[src/rtl/viterbi_frame_ctrl.sv]
// viterbi_frame_ctrl: frame sequencer and channel scheduler for the
// convolutional encoder -> channel -> Viterbi decoder chain.
// Feeds payload plus zero tail bits to the encoder, keeps a latency-matched
// reference of the payload to score decoded bits, and schedules channel
// error bursts.
// Build option: define VITERBI_ERR_INJ_EN to include the error scheduler;
// without it err_mask_o and inj_ct_o are tied to zero.
module viterbi_frame_ctrl #(
    parameter int FRAME_LEN  = 64,
    parameter int TAIL_LEN   = 2,
    parameter int DEC_LAT    = 16,
    parameter int ERR_N      = 4,
    parameter int ERR_WINDOW = 256
) (
    input  logic        clk,
    input  logic        rst,
    input  logic        start_i,
    input  logic        src_valid_i,
    input  logic        src_data_i,
    output logic        src_ready_o,
    output logic        enc_enable_o,
    output logic        enc_data_o,
    input  logic        enc_valid_i,
    output logic        dec_enable_o,
    output logic [1:0]  err_mask_o,
    input  logic        dec_data_i,
    output logic        busy_o,
    output logic        done_o,
    output logic [15:0] bit_err_ct_o,
    output logic [15:0] inj_ct_o
);
    localparam int PAY_W  = $clog2(FRAME_LEN + 1);
    localparam int TAIL_W = $clog2(TAIL_LEN + 1);

    typedef enum logic [2:0] {S_IDLE, S_PAYLOAD, S_TAIL, S_DRAIN, S_DONE} state_t;

    state_t             state, state_nxt;
    logic [PAY_W-1:0]   pay_ct;
    logic [TAIL_W-1:0]  tail_ct;
    logic               frame_start;
    logic               handshake;
    logic               enc_en_nxt;
    logic               enc_dat_nxt;
    logic               enc_pay;
    logic [DEC_LAT-1:0] ref_vld_p;
    logic [DEC_LAT-1:0] ref_pay_p;
    logic [DEC_LAT-1:0] ref_bit_p;
    logic               ref_err;

    function automatic logic [15:0] sat_inc(input logic [15:0] v);
        return (v == 16'hFFFF) ? v : v + 16'd1;
    endfunction

    assign frame_start = (state == S_IDLE) && start_i;
    assign handshake   = (state == S_PAYLOAD) && src_valid_i;
    assign ref_err     = ref_vld_p[DEC_LAT-1] && ref_pay_p[DEC_LAT-1] &&
                         (ref_bit_p[DEC_LAT-1] != dec_data_i);

    // Next-state decode and next encoder drive for the frame sequencer
    always_comb begin
        state_nxt   = state;
        src_ready_o = 1'b0;
        busy_o      = (state != S_IDLE);
        done_o      = 1'b0;
        enc_en_nxt  = 1'b0;
        enc_dat_nxt = 1'b0;
        case (state)
            S_IDLE: begin
                if (start_i) state_nxt = S_PAYLOAD;
            end
            S_PAYLOAD: begin
                src_ready_o = 1'b1;
                if (src_valid_i) begin
                    enc_en_nxt  = 1'b1;
                    enc_dat_nxt = src_data_i;
                    if (pay_ct == PAY_W'(FRAME_LEN - 1)) state_nxt = S_TAIL;
                end
            end
            S_TAIL: begin
                enc_en_nxt = 1'b1;
                if (tail_ct == TAIL_W'(TAIL_LEN - 1)) state_nxt = S_DRAIN;
            end
            S_DRAIN: begin
                // the last tail entry may still be on enc_enable_o, not yet in the pipe
                if ((ref_vld_p == '0) && !enc_enable_o) state_nxt = S_DONE;
            end
            S_DONE: begin
                done_o    = 1'b1;
                state_nxt = S_IDLE;
            end
            default: state_nxt = S_IDLE;
        endcase
    end

    // State register plus payload and tail counters
    always_ff @(posedge clk or negedge rst) begin
        if (!rst) begin
            state   <= S_IDLE;
            pay_ct  <= '0;
            tail_ct <= '0;
        end else begin
            state <= state_nxt;
            if (frame_start)    pay_ct <= '0;
            else if (handshake) pay_ct <= pay_ct + 1'b1;
            if (state == S_TAIL) tail_ct <= tail_ct + 1'b1;
            else                 tail_ct <= '0;
        end
    end

    // Encoder drive stage and decoder enable (encoder valid delayed one cycle)
    always_ff @(posedge clk or negedge rst) begin
        if (!rst) begin
            enc_enable_o <= 1'b0;
            enc_data_o   <= 1'b0;
            enc_pay      <= 1'b0;
            dec_enable_o <= 1'b0;
        end else begin
            enc_enable_o <= enc_en_nxt;
            enc_data_o   <= enc_dat_nxt;
            enc_pay      <= handshake;
            dec_enable_o <= enc_valid_i;
        end
    end

    // Reference pipe: DEC_LAT stages of {valid, payload flag, bit}
    always_ff @(posedge clk or negedge rst) begin
        if (!rst) begin
            ref_vld_p <= '0;
            ref_pay_p <= '0;
            ref_bit_p <= '0;
        end else begin
            ref_vld_p <= (ref_vld_p << 1) | DEC_LAT'(enc_enable_o);
            ref_pay_p <= (ref_pay_p << 1) | DEC_LAT'(enc_pay);
            ref_bit_p <= (ref_bit_p << 1) | DEC_LAT'(enc_data_o);
        end
    end

    // Bit-error counter: payload entries only, saturating, cleared on frame start
    always_ff @(posedge clk or negedge rst) begin
        if (!rst)             bit_err_ct_o <= '0;
        else if (frame_start) bit_err_ct_o <= '0;
        else if (ref_err)     bit_err_ct_o <= sat_inc(bit_err_ct_o);
    end

`ifdef VITERBI_ERR_INJ_EN
    localparam logic [15:0] ERR_BITS = 16'((1 << ERR_N) - 1);

    logic [15:0] wc;
    logic [1:0]  mask_nxt;

    // Burst decision for the symbol currently strobed by enc_valid_i
    always_comb begin
        mask_nxt = 2'b00;
        if (enc_valid_i && ({1'b0, wc} < 17'(ERR_WINDOW)) &&
            ((wc & ERR_BITS) >= (ERR_BITS - 16'd1)))
            mask_nxt = 2'b10;
    end

    // Channel mask register, word counter and injection counter
    always_ff @(posedge clk or negedge rst) begin
        if (!rst) begin
            wc         <= '0;
            err_mask_o <= 2'b00;
            inj_ct_o   <= '0;
        end else begin
            err_mask_o <= mask_nxt;
            if (frame_start) begin
                wc       <= '0;
                inj_ct_o <= '0;
            end else begin
                if (enc_valid_i)         wc       <= sat_inc(wc);
                if (mask_nxt != 2'b00)   inj_ct_o <= sat_inc(inj_ct_o);
            end
        end
    end
`else
    assign err_mask_o = 2'b00;
    assign inj_ct_o   = 16'd0;
`endif

endmodule

[config.mk]
export PLATFORM = sky130hd
export DESIGN_NAME = viterbi_frame_ctrl
export DESIGN_NICKNAME = d
export VERILOG_FILES = /design/src/rtl/viterbi_frame_ctrl.sv
export SDC_FILE = /design/constraint.sdc
export NUM_CORES = 1
export LEC_CHECK = 0
export CAP_MARGIN = 20
export CORE_ASPECT_RATIO = 0.6
export CORE_MARGIN = 2
export CORE_UTILIZATION = 50
export DETAILED_ROUTE_END_ITERATION = 7
export HOLD_SLACK_MARGIN = 0.15
export MAX_ROUTING_LAYER = met4
export PLACE_DENSITY = 0.83
export SYNTH_ARGS = -nofsm -noshare
export SYNTH_HDL_FRONTEND = slang
export SYNTH_SLANG_ARGS = --single-unit
[constraint.sdc]
create_clock -name clk -period 2.1 [get_ports clk]
set_clock_uncertainty 0.05 [all_clocks]
set_input_delay 0.21 -clock clk [delete_from_list [all_inputs] [get_ports clk]]
set_output_delay 0.21 -clock clk [all_outputs]
set_load 0.01 [all_outputs]
# Word level (Yosys, flattened, before mapping)

Cells that the tools add are included.

$add $sub $neg: 3
Eq/ne operators: 14
Multiplexer cells: 18
Bitwise logic cells: 3
Reductions and logical operators: 13

Operator list:

| kind                                                                     | number |
|---|---|
| 16-bit 2-to-1 mux                                                        | 3 |
| 16-bit by 1-bit OR with 16-bit output                                    | 3 |
| 16-bit by 1-bit adder with 16-bit output (second input constant)         | 1 |
| 16-bit equality test (second input constant)                             | 1 |
| 16-bit zero test                                                         | 1 |
| 3-bit 2-to-1 mux                                                         | 5 |
| 7-bit 2-to-1 mux                                                         | 2 |
| 3-bit one-hot mux with 4 select lines                                    | 1 |
| 2-bit inequality test (second input constant)                            | 5 |
| 7-bit by 1-bit adder with 7-bit output (second input constant)           | 1 |
| 7-bit by 6-bit equality test with 1-bit output (second input constant)   | 1 |
| 3-bit by 2-bit equality test with 1-bit output (second input constant)   | 2 |
| 1-bit logical AND                                                        | 5 |
| 1-bit 2-to-1 mux                                                         | 5 |
| 5-bit AND reduction                                                      | 1 |
| 2-bit nonzero test                                                       | 2 |
| 3-bit by 1-bit equality test with 1-bit output (second input constant)   | 1 |
| 3-bit equality test (second input constant)                              | 1 |
| 3-bit zero test                                                          | 1 |
| 3-bit nonzero test                                                       | 1 |
| 2-bit by 1-bit adder with 2-bit output (second input constant)           | 1 |
| 2-bit by 1-bit equality test with 1-bit output (second input constant)   | 1 |
| 2-bit 2-to-1 mux                                                         | 1 |
| 2-bit by 1-bit inequality test with 1-bit output (second input constant) | 1 |
| 4 further kinds                                                          | 4 |

Bits in registers: 80
Bits of input ports: 7
Output and inout bits: 40
Logic and storage cells: 62

# Depth between registers and ports, before layout

Gate-level depths: netlist of the first run.

Word-level depth: 4
Gate-level depth with buffers: 6
Mapped depth without buffers: 6

# Least setup slack after synthesis of the first run

Ideal clock, no wire load.

Kind: register to register
Start: reg bit_err_ct_o[0]
End: reg bit_err_ct_o[0]
Library setup time: 0.078 ns
Data arrival time: 1.600 ns
Required time: 1.972 ns
Setup slack: 0.372 ns
Stages on the path, launching flop included: 7
Buffers on the path: 1
Period minus slack after synthesis: 1.728 ns
Path through: dfrtp_1 ha_1 nand3_1 nor4_4 buf_4 or3_2 a21oi_1

Longest elaborated chain between the ends: 4
Elaborated cells on any way between the ends: 7
Classes of those cells: add/sub: 1; eq/ne: 2; mux: 3; reduce/logical: 1

RTL lines:

| element                                  | line | text |
|---|---|---|
| from (decl)                              | 29   | `output logic [15:0] bit_err_ct_o,` |
| from (signal assigned)                   | 142  | `else if (ref_err) bit_err_ct_o <= sat_inc(bit_err_ct_o);` |
| 16-bit by 1-bit adder with 16-bit output | 51   | `return (v == 16'hFFFF) ? v : v + 16'd1;` |
| 16-bit 2-to-1 mux                        | 51   |  |
| 16-bit 2-to-1 mux                        | 142  |  |
| 16-bit 2-to-1 mux                        | 141  | `else if (frame_start) bit_err_ct_o <= '0;` |

Several ways; a longest one is shown, not always the timed one. The select of a mux whose other input is x is not followed.
A chain may end at the register's enable or synchronous reset.

# Worst setup path in the final report of the first run

Start: reg state[1]
End: out done_o

Longest elaborated chain between the ends: 2

RTL lines:

| element                | line | text |
|---|---|---|
| from (decl)            | 37   | `state_t state, state_nxt;` |
| from (signal assigned) | 102  | `state <= state_nxt;` |
| 3-bit equality test    | 67   | `case (state)` |
| 1-bit 2-to-1 mux       | 67   |  |
| to (decl)              | 28   | `output logic done_o,` |

No other way between the ends.

==> summary.txt, run 1 <==
outcome: finished clean
flop2flop setup slack: 0.19 ns
CP startpoint kind: register
register area share after synthesis: 64.78%
worst reg2reg startpoint: bit_err_ct_o[1]$_DFFE_PN0P_
wl on met1: 2.621 mm
Req. time, crit path: 1.84 ns
DPL Wire Length: 3.536 mm
post-route minimum period: 2.007 ns
final WL: 5.380 mm
Placed Area: 3412 µm²
FF+latch area: 2003 µm²
syn_area_per_cell: 12.56 µm²
die footprint: 6847 µm²
CTS tree: yes
core region area: 6028 µm²
setup violators final: 0
synth unique cells: 43
Peak supply drop: 0.7547 mV
metal3 WL: 351 µm
Max Buffers Root-to-Sink: 2
CP endpoint kind: primary output
initial antenna violation count: 0
Util after Layout: 60.02%
most frequent cells in the layout: dfrtp_1 (79), clkdlybuf4s50_1 (27), conb_1 (18), a21oi_1 (16), o31ai_1 (13)
Pre-Repair DR Iteration Count: 4
grt total ovfl: 0
YS warnings: 0
Initial Util: 51.27%
vias in the first global route: 1814
GRT Total Usage: 18.00%
worst-skew pair later-pin latency: 0.34 ns
Slew HR: 62.88%
worst path cell trace: nor3b_1 > clkdlybuf4s50_1
top post-synthesis cells by area: dfrtp_1 (65%), buf_4 (4.6%), o31ai_1 (3.2%)
period utilization: 95.57%
Antenna Nets Post-Route: 0
Slew @ Worst Pin: 0.5568 ns
Fin. Hold Viols: 0
max cap viols: 0
RSZ-0062 raised after global routing: no
design area: 3618 µm²
CTS root buf: clkbuf_8
Top Ports: 47
Max Freq: 498.3 MHz
commonest non-fill, non-tap cell in the layout: dfrtp_1
kind of critical path: reg -> out
worst path bufs/invs: 1
Post-synth EDFFs: 0
DRT iter0 DRCs: 136
row count: 22
CTS clk-pin slew, worst paths: 0.09 ns
highest routed layer: met4
Placer Congestion: 0.8743
die height: 64.90 µm
area share of the largest cell type after synthesis: 64.78%
DRC viols: 0
Worst R2R End: bit_err_ct_o[3]$_DFFE_PN0P_
DP Worst Slack: 0.03880 ns
number of diodes: 0
crit-path max cell delay: 0.60 ns
Worst path depth: 2
Worst Setup SP: state[1]$_DFFE_PN0P_
P_leak: 1.645 nW
crit path max fanout: 9
largest net degree at the start of global routing: 46
Num CTS Buffers: 9
# port buffers: 28
Max stage delay cell, worst path: clkdlybuf4s50_1
Area Growth Syn to Fin: 17.09%
crit-path leading delay family: buffers and inverters
FILL cells: 503
H-tree depth: 3
largest area contributor in the netlist: dfrtp_1
worst r2r path cells: 6
Mapped Cells: 246
routed wl met2: 2.376 mm
Final nets: 292
Critical Path AT: 1.75 ns
setup TNS: 0 ns
mean routed wirelength per cell: 14.50 µm
Power Dens Cells: 1054 nW/µm²
Slew Limit Fails: 0
clock sink total: 80
number of synthesized register bits: 80
Final WS setup: 0.09312 ns
Mapped Area: 3090 µm²
Top FF cell, synth: dfrtp_1
via count: 1944
vias per std cell: 5.240
share of layout cells above drive strength 1: 11.85%
Post-synth ARST share: 100.0%
die width: 105.5 µm
Multi-input gate area: 963.4 µm²
Hold WC Path Type: in -> reg
first-pass GRT wire length: 9.073 mm
worst setup path end: done_o
[where the power goes]
part | switching [W] | leakage, nW | total, W | internal [W]
clock | 0.000592 | 0.0892 | 0.00104 | 0.000451
sequential | 0.000237 | 1.07 | 0.00213 | 0.00189
combinational | 0.000334 | 0.482 | 0.000643 | 0.000309
[worst min-delay path by stage]
stage | startpoint | end | slack, ns | cells past startpoint
floorplan | rst | bit_err_ct_o[0]$_DFFE_PN0P_ | -0.14 | 0
global placement | rst | dec_enable_o$_DFF_PN0_ | 0.19 | 1
detailed placement | rst | dec_enable_o$_DFF_PN0_ | 0.19 | 1
CTS | enc_valid_i | dec_enable_o$_DFF_PN0_ | 0.26 | 1
global route | enc_valid_i | dec_enable_o$_DFF_PN0_ | 0.25 | 1
finish | enc_valid_i | dec_enable_o$_DFF_PN0_ | 0.27 | 1
[layout make-up]
type                    instances  share of cell area [%]
inverters                       3                  0.3112
multi-input cells             153                   26.63
clock buffers                   9                   3.423
well taps                      84                   2.905
repair buffers                 35                   9.544
clock inverters                 7                   1.833
flip-flops and latches         80                   55.36
[synthesized netlist by cell type, types with 4 or more instances]
master	count
clkbuf_1	4
xor2_1	5
and2_1	4
nand3_1	8
nor2_1	12
and3_1	5
dfrtp_1	80
buf_4	19
o31ai_1	13
nand2_1	9
or4_1	11
nor3_1	4
a21oi_1	16
nand4_1	11
[repair_timing]
| item | in CTS | in global routing |
|---|---|---|
| hold buffers | 1 | 0 |
| gates cloned | 0 | 0 |
| setup endpoints to repair | 1 | 1 |
| setup buffers | 0 | 0 |
| endpoints found under the hold margin | 44 | 0 |
| resized for setup | 1 | 1 |
[layer usage]
metal / vias up / track usage [%]
met4: 0 / 6.414
met5: - / -
met2: 51 / 24.52
met1: 963 / 25.17
met3: 2 / 6.237
li1: 928 / -
[registers in the layout, summed over array words and instances, names as in the netlist]
name	flops
bit_err_ct_o	16
ref_bit_p	16
ref_pay_p	16
ref_vld_p	16
pay_ct	7
state	3
tail_ct	2
dec_enable_o	1
enc_data_o	1
enc_enable_o	1
enc_pay	1
[cell families after synthesis]
group | count (synthesis) | share of synthesized area (%)
flip-flops | 80 | 64.78
AND/OR/NAND/NOR | 86 | 17.13
buffers and inverters | 30 | 6.275
AO/OA/AOI/OAI | 35 | 7.004
XOR/XNOR | 8 | 2.510
other | 1 | 0.1213
multiplexers | 3 | 0.9717
adder cells (fa/ha/maj) | 3 | 1.215
[per-stage QoR]
step                      std cells  hold WS, ns  total power, W
after global placement          354       0.1850        0.002748
after floorplan                 263      -0.1356        0.002500
after detailed placement        354       0.1947        0.002789
after CTS                       371       0.2640        0.003858
final                           371       0.2681        0.003814
after global routing            371       0.2465        0.004053
(Power assumes the default switching activity.)
==> run 2: changes to the inputs <==
--- a/config.mk
+++ b/config.mk
@@ -8,11 +8,12 @@
 export CAP_MARGIN = 20
 export CORE_ASPECT_RATIO = 0.6
 export CORE_MARGIN = 2
-export CORE_UTILIZATION = 50
+export CORE_UTILIZATION = 48
 export DETAILED_ROUTE_END_ITERATION = 7
 export HOLD_SLACK_MARGIN = 0.15
 export MAX_ROUTING_LAYER = met4
-export PLACE_DENSITY = 0.83
+export PLACE_DENSITY = 0.75
 export SYNTH_ARGS = -nofsm -noshare
 export SYNTH_HDL_FRONTEND = slang
 export SYNTH_SLANG_ARGS = --single-unit
+export TNS_END_PERCENT = 20
==> constraint.sdc (replaced) <==
create_clock -name clk -period 1.7 [get_ports clk]
set_clock_uncertainty 0.05 [all_clocks]
set_input_delay 0.17 -clock clk [delete_from_list [all_inputs] [get_ports clk]]
set_output_delay 0.17 -clock clk [all_outputs]
set_load 0.01 [all_outputs]
==> summary.txt, run 2 (synthesis gave the netlist of run 1 again) <==
RSZ-0062 raised after global routing: yes
Initial Util: 50.12%
commonest non-fill, non-tap cell in the layout: dfrtp_1
number of diodes: 0
Final WS setup: -0.001039 ns
Num CTS Buffers: 9
fin cells: 402
post-route minimum period: 1.701 ns
P_leak: 1.929 nW
DRT iter0 DRCs: 119
Max Buffers Root-to-Sink: 2
CTS tree: yes
Pre-Repair DR Iteration Count: 4
crit path max fanout: 5
worst r2r path cells: 5
CP startpoint kind: register
routing usage on met1: 27.25%
max cap viols: 0
met3 Use GR: 7.291%
H-tree depth: 3
share of layout cells above drive strength 1: 25.47%
Final nets: 324
die height: 66.16 µm
core region area: 6166 µm²
Power Dens Cells: 1201 nW/µm²
Top Ports: 47
Max Freq: 587.9 MHz
design area: 3943 µm²
initial antenna violation count: 0
Placer Congestion: 0.8828
Fin. Hold Viols: 0
die width: 107.6 µm
vias per std cell: 5.187
Placed Area: 3605 µm²
met2 usage: 26.73%
failing checks: setup timing
DPL Wire Length: 4.013 mm
CP endpoint kind: register
most frequent cells in the layout: dfrtp_1 (74), buf_4 (35), conb_1 (18), clkdlybuf4s50_1 (18), a21oi_1 (14)
CTS clk-pin slew, worst paths: 0.08 ns
Placed Cells incl. Taps: 379
die footprint: 7118 µm²
mean routed wirelength per cell: 14.69 µm
Hold WC Path Type: in -> reg
Area Growth Syn to Fin: 27.57%
worst-skew pair later-pin latency: 0.34 ns
via count: 2085
# port buffers: 28
vias in the first global route: 2037
CTS root buf: clkbuf_8
row count: 22
clock sink total: 80
Req. time, crit path: 1.87 ns
largest net degree at the start of global routing: 40
period utilization: 100.1%
Critical Path AT: 1.87 ns
Peak supply drop: 0.7922 mV
outcome: finished with violations
Hold Path Stages: 1
setup violators final: 1
grt total ovfl: 0
final WL: 5.904 mm
Antenna Nets Post-Route: 0
busiest grt layer: met1
setup TNS: -0.001039 ns
GRT Total Usage: 19.48%
DRC viols: 0
first-pass GRT wire length: 10.03 mm
Slew Limit Fails: 0
kind of critical path: reg -> reg
run 2: cell types whose count changed in the layout (fill, tap and decap cells not counted), moves of 3 or more:
cell,previous run,this run
buf_4,6,35
clkdlybuf4s50_1,27,18
dlymetal6s2s_1,0,6
dfrtp_1,79,74
dfrtp_2,1,6
dlygate4sd2_1,0,3
run 2: layer usage:
| layer | up-vias | wire, µm |
|---|---|---|
| met4 | 0 | 45 |
| met5 | - | 0 |
| li1 | 988 | - |
| met2 | 65 | 2636 |
| met3 | 7 | 403 |
| met1 | 1025 | 2818 |
run 2: area by class of cell:
cell class | instances | area, µm²
Clock inverter | 6 | 43.79
Clock buffer | 9 | 123.9
Sequential cell | 80 | 2009
Inverter | 3 | 11.26
Fill cell | 478 | 2223
Tap cell | 84 | 105.1
Timing Repair Buffer | 67 | 601.8
Multi-Input combinational cell | 153 | 1047
run 2: stage by stage:
stage / hold WS, ns / setup slack, ns / power [W] / util [%]
after global routing: 0.1960 / -0.1016 / 0.005039 / 63.94
after floorplan: -0.1756 / -0.01748 / 0.003088 / -
final: 0.2199 / -0.001039 / 0.004735 / 63.94
after global placement: 0.1100 / -0.2463 / 0.003486 / 58.46
after CTS: 0.1975 / -0.02388 / 0.004760 / 61.83
after detailed placement: 0.1158 / -0.2950 / 0.003528 / 58.46
run 2: repair_timing:
action	CTS	global route
hold endpoints to repair	80	0
gates cloned	0	1
pin swaps	0	7
hold buffers	1	0
buffers inserted	0	6
resized for setup	12	23
endpoints found under the setup margin	11	21
run 2: where the power goes:
part / switching, W / total [W] / internal, W
sequential: 0.000300 / 0.00264 / 0.00234
clock: 0.000664 / 0.00119 / 0.000529
combinational: 0.000460 / 0.000900 / 0.000440
total: 0.00142 / 0.00473 / 0.00331
run 2: path summary, 6_finish.rpt:
path | slack (ns) | start | to
max reg2reg | -0.001 | bit_err_ct_o[9]$_DFFE_PN0P_ | bit_err_ct_o[1]$_DFFE_PN0P_
min | 0.22 | enc_valid_i | dec_enable_o$_DFF_PN0_
min in group asynchronous | 0.28 | rst | ref_bit_p[15]$_DFF_PN0_
max | -0.001 | bit_err_ct_o[9]$_DFFE_PN0P_ | bit_err_ct_o[1]$_DFFE_PN0P_
max in group asynchronous | 0.77 | rst | ref_bit_p[9]$_DFF_PN0_
min reg2reg | 0.29 | ref_bit_p[9]$_DFF_PN0_ | ref_bit_p[10]$_DFF_PN0_
run 2: worst max-delay path: stages, from the launching register on:
cell and delay (ns):
dfrtp_1 0.41, nand4_1 0.23, buf_4 0.20, or4_1 0.52
nand3_1 0.10, a21oi_1 0.07
==> RTL edit 1, RTL diff (flow settings as in run 1) <==
Build with the macro `VITERBI_ERR_INJ_EN` defined.
--- a/src/rtl/viterbi_frame_ctrl.sv
+++ b/src/rtl/viterbi_frame_ctrl.sv
@@ -7,2 +7,4 @@
 // without it err_mask_o and inj_ct_o are tied to zero.
+`define VITERBI_ERR_INJ_EN
+
 module viterbi_frame_ctrl #(
Formal check against the unedited RTL: same outputs for any inputs over 10 cycles, from zero or initial values and one cycle with rst low; that may be too few to reach the edited logic, so the function may still have changed.
==> RTL edit 1 against run 1 <==
Wire length up 84%. Synthesized area up 49%. Via count up 76%. Clock power rose to 2.8 times the old value. Sequential cell count up 33. Setup slack better by 37 ps. Die area up 46%. Count of clock-buffer cells in the layout up 18. First-iteration DRC count up 150%. Combinational power up 93%. Synthesized cell count up 64%. Total power up 86%. Cell area up 65%. Critical path type is now flop to flop. Largest cell class unchanged. Largest power group unchanged. Highest routed layer unchanged.
==> RTL edit 1: results (changes against run 1) <==
drt_iter0_markers: 336  # +150%
cts_made_buffers: 17  # +8
root_buffer: "clkbuf_16"
reg2reg_to: "wc[13]"
clkTransAtPathRegs_ps: 50  # -40 ps
cts_max_level: 4  # +1
r2r_setup_slack_ps: 130  # -60 ps
ir_drop_uv: 628.0  # -17%
placedInstanceArea_sq_um: 5331  # +56%
yosysUniqueCellTypes: 50  # +16%
grt_max_degree: 47  # +2.2%
ctsResizeCount: 0  # -1
syn_nets: 415
grt_antenna_before_repair: 0  # unchanged
clock_latency_ps: 410  # +70 ps
hold_buffers: 1  # unchanged
dr.pass1.iters: 5  # +1
grt_pass1_vias: 3406  # +88%
fin_nets: 492  # +68%
r2r_start: "wc[0]"
portBuffers: 45  # +61%
seq_area_frac_synth: 0.6143  # -0.03348
cp_max_fo: 5  # -4
min_path_type: "input pin to async pin"
via_per_inst: 5.640  # +7.6%
cts_buffer_depth: 2  # unchanged
grt_pass1_wl_microns: 16860  # +86%
critical_path_class: "flop to flop"
status: "finished, final reports clean"
antenna_cells: 0  # unchanged
grt_use_total: 0.2253  # +0.04535
fill_cells: 656  # +30%
p_leak_nw: 2.587  # +57%
post-cts-setup-buffer-count: 0  # unchanged
async_reset_ff_frac: 1.000  # unchanged
synth_top_cells_by_area: "dfrtp_1, nor2_1, xor2_1"
worst_pin_slew_ps: 573.8  # +16.96 ps
layout-drive-gt1-share: 0.1402  # +0.02178
ff2ff_path_depth: 7  # +1
yosysWarnings: 0  # unchanged
yosys-top-cells-count: "dfrtp_1, nor2_1, nand2_1"
gp_congestion: 0.9880  # +13%
wl_microns: 9882  # +84%
hpwl_microns: 6673  # +89%
[RTL edit 1: cells by family after synthesis]
| family | count (synthesis) | synth area share |
|---|---|---|
| other | 1 | 0.0008147 |
| AND/OR/NAND/NOR | 173 | 0.2049 |
| AO/OA/AOI/OAI | 54 | 0.07611 |
| adder cells (fa/ha/maj) | 5 | 0.01359 |
| flip-flops | 113 | 0.6143 |
| XOR/XNOR | 31 | 0.05898 |
| multiplexers | 6 | 0.01305 |
| buffers and inverters | 20 | 0.01821 |
[RTL edit 1: worst max-delay path, stage by stage (launching register included)]
cell	delay (ps)
dfrtp_1	420
ha_1	260
nand3_1	120
nor4_1	80
buf_4	160
nor4_1	540
xnor2_1	180
nor2_1	50
[RTL edit 1: power breakdown]
group          total, mW  internal, mW  switching (mW)
clock               2.88          1.96           0.923
sequential          2.96          2.60           0.361
combinational       1.24         0.625           0.613
total               7.08          5.18            1.90
[RTL edit 1: layout make-up]
cell class | instances | share of cell area
inverters | 7 | 0.004411
well taps | 116 | 0.02436
clock inverters | 4 | 0.01176
repair buffers | 71 | 0.1109
flip-flops and latches | 113 | 0.4747
multi-input cells | 270 | 0.2844
clock buffers | 27 | 0.08948
[RTL edit 1: routing by layer]
layer,vias to the layer above,share of wire,routed length (microns),global-route usage
li1,1595,-,-,-
met1,1705,0.48,4723,0.3066
met2,114,0.45,4401,0.3150
met3,15,0.060,594,0.07362
met4,0,0.016,162,0.09011
met5,-,0,0,-
[RTL edit 1: per-stage QoR]
stage                     setup WS [ps]  hold WS [ps]  utilization  std cells
after detailed placement          9.058         148.6       0.5889        575
after global routing             0.5398         299.1       0.6580        608
after CTS                         27.12         264.7       0.6566        607
final                             130.1         255.1       0.6580        608
after floorplan                   203.1        -135.6            -        403
after global placement            33.84         138.1       0.5889        575
==> RTL edit 2, RTL diff (config.mk and constraints of run 1) <==
Without the edit above. Register the output `bit_err_ct_o` once more, with the module's reset; this adds one clock of latency there. The other outputs are not delayed to match.
--- a/src/rtl/viterbi_frame_ctrl.sv
+++ b/src/rtl/viterbi_frame_ctrl.sv
@@ -35,2 +35,4 @@
     typedef enum logic [2:0] {S_IDLE, S_PAYLOAD, S_TAIL, S_DRAIN, S_DONE} state_t;
+
+    logic [15:0] bit_err_ct_s0;
 
@@ -139,5 +141,5 @@
     always_ff @(posedge clk or negedge rst) begin
-        if (!rst)             bit_err_ct_o <= '0;
-        else if (frame_start) bit_err_ct_o <= '0;
-        else if (ref_err)     bit_err_ct_o <= sat_inc(bit_err_ct_o);
+        if (!rst)             bit_err_ct_s0 <= '0;
+        else if (frame_start) bit_err_ct_s0 <= '0;
+        else if (ref_err)     bit_err_ct_s0 <= sat_inc(bit_err_ct_s0);
     end
@@ -180,2 +182,10 @@
 
+    always_ff @(posedge clk or negedge rst) begin
+        if (!rst) begin
+            bit_err_ct_o <= '0;
+        end else begin
+            bit_err_ct_o <= bit_err_ct_s0;
+        end
+    end
+
 endmodule
Check against the original RTL: same outputs for any inputs over 10 cycles, from zero or initial values and one cycle with rst low; that may be too few to reach the edited logic, so the function may still have changed.
==> RTL edit 2 against run 1 <==
Cell area is 15% higher. Die area is 11% higher. Utilization is 2.3 points higher. Critical path depth is 3 higher. Sequential cell count is 16 higher. Wire length is 9.6% higher. Critical endpoint is now bit_err_ct_s0[15]. First-iteration DRC count is 44% lower. Synthesized area is 12% higher. Setup slack worse by 0.94 ps. Critical path type is now flop to flop.
Power is not compared: it rests on default switching activity, and its combinational part moved more than twofold at a synthesized area within 25%.
==> RTL edit 2: results (changes against run 1) <==
drt_iter0_markers: 76  # -44%
cp_max_fo: 6  # -3
r2r_setup_slack_ps: 90  # -100 ps
root_buffer: "clkbuf_16"
vias: 2094  # +7.7%
cts_max_level: 3  # unchanged
min_path_type: "input pin to flop"
wl_microns: 5895  # +9.6%
gp_congestion: 0.8706  # -0.42%
grt_use_total: 0.1771  # -0.002844
portBuffers: 28  # unchanged
cts_buffer_depth: 2  # unchanged
dr.pass1.iters: 4  # unchanged
fin_nets: 312  # +6.8%
antenna_cells: 0  # unchanged
p_sw_mw: 0.9174
async_reset_ff_frac: 1.000  # unchanged
yosys.area.top_type: "dfrtp_1"
worstSetupEndpoint: "bit_err_ct_s0[15]"
worstPathArrival_ps: 2210  # +460 ps
seq_area_frac_synth: 0.6954  # +0.04763
grt_pass1_vias: 1979  # +9.1%
grt_antenna_before_repair: 0  # unchanged
pre_cts_ws_ps: 58.78  # +19.97 ps
cp_slowest_cell: "or4_1"
status: "finished, final reports clean"
grt_pass1_wl_microns: 9735  # +7.3%
hpwl_microns: 3942  # +11%
layout-drive-gt1-share: 0.1173  # -0.001203
max_stage_delay_ps: 430  # -170 ps
yosys-top-cells-count: "dfrtp_1, buf_4, nand2_1"
synth_top_cells_by_area: "dfrtp_1, buf_4, nor4_1"
clkTransAtPathRegs_ps: 60  # -30 ps
worstSetupStartpoint: "bit_err_ct_s0[0]"
yosysWarnings: 0  # unchanged
p_leak_nw: 1.910
worstHoldStart: "enc_valid_i"
yosysUniqueCellTypes: 46  # +7.0%
cts_made_buffers: 9  # unchanged
cp_top_family: "simple AND/OR/NAND/NOR gates"
ir_drop_uv: 563.2
ff2ff_path_depth: 5  # -1
clock_latency_ps: 340  # about the same
grt_max_degree: 42  # -8.7%
fin_tns_setup_ps: 0  # unchanged
fin_crit_ps: 2008  # +0.9386 ps
max_slew_margin: 0.6335  # +0.004665
[RTL edit 2: cell types whose count changed in the layout (fill, tap and decap cells not counted), sizes merged, moves of 4 or more]
cell / before / now
nand2b: 1 / 5
buf: 7 / 13
xor2: 6 / 2
nand4: 12 / 8
dfrtp: 80 / 96
nor4: 4 / 9
a21oi: 16 / 9
o31ai: 13 / 4
or4: 11 / 5
[RTL edit 2: area by class of cell]
class                           instances  area, sq um
Inverter                                2        7.507
Fill cell                             539         2517
Multi-Input combinational cell        152        940.9
Tap cell                               87        108.9
Clock inverter                          4        51.30
Sequential cell                        96         2404
Timing Repair Buffer                   41        390.4
Clock buffer                           12        256.5
[RTL edit 2: logic make-up after synthesis]
family / Yosys count / share of synthesized area
adders and majority gates: 3 / 0.01087
xor gates and xnor gates: 7 / 0.01775
DFF: 96 / 0.6954
AOI/OAI and AO/OA: 35 / 0.06990
other: 1 / 0.001086
muxes: 5 / 0.01449
and+or+nand+nor: 84 / 0.1391
buffers and inverters: 27 / 0.05143
[RTL edit 2: worst min-delay path by stage]
| stage | to | slack, ps | depth (start not counted) |
|---|---|---|---|
| global placement | dec_enable_o | 160 | 1 |
| floorplan | bit_err_ct_o[0] | -140 | 0 |
| CTS | dec_enable_o | 270 | 1 |
| detailed placement | dec_enable_o | 170 | 1 |
| finish | dec_enable_o | 270 | 1 |
| global route | dec_enable_o | 260 | 1 |
[RTL edit 2: metal layers]
layer | wire, microns | up-vias | global-route usage | part of all wire
li1 | - | 971 | - | -
met1 | 2783 | 1052 | 0.2420 | 0.47
met2 | 2719 | 67 | 0.2515 | 0.46
met3 | 362 | 4 | 0.06732 | 0.061
met4 | 29 | 0 | 0.04784 | 0.0049
met5 | 0 | - | - | 0
[RTL edit 2: power groups by stage]
stage / Clock (mW) / Combinational, mW / Sequential, mW
floorplan: 0 / 0.178 / 2.11
global placement: 0 / 0.300 / 2.12
detailed placement: 0 / 0.311 / 2.12
CTS: 1.69 / 0.315 / 2.10
global route: 1.77 / 0.350 / 2.11
finish: 1.64 / 0.311 / 2.10
[RTL edit 2: through the flow]
step / utilization / instance area (sq um) / hold WS, ps / power [mW] / std cells
after floorplan: - / 3518 / -135.6 / 2.291 / 275
after detailed placement: 0.5748 / 3837 / 168.2 / 2.435 / 377
after global placement: 0.5748 / 3837 / 155.2 / 2.417 / 377
final: 0.6229 / 4159 / 273.4 / 4.043 / 394
after CTS: 0.6224 / 4155 / 266.3 / 4.101 / 394
after global routing: 0.6229 / 4159 / 264.1 / 4.230 / 394
[RTL edit 2: timing repair]
item / 4_1_cts / 5_1_grt
buffers inserted: 0 / 0
setup endpoints to repair: 0 / 2
gates resized for setup: 0 / 2
hold buffers: 1 / 0
hold endpoints to repair: 38 / 0
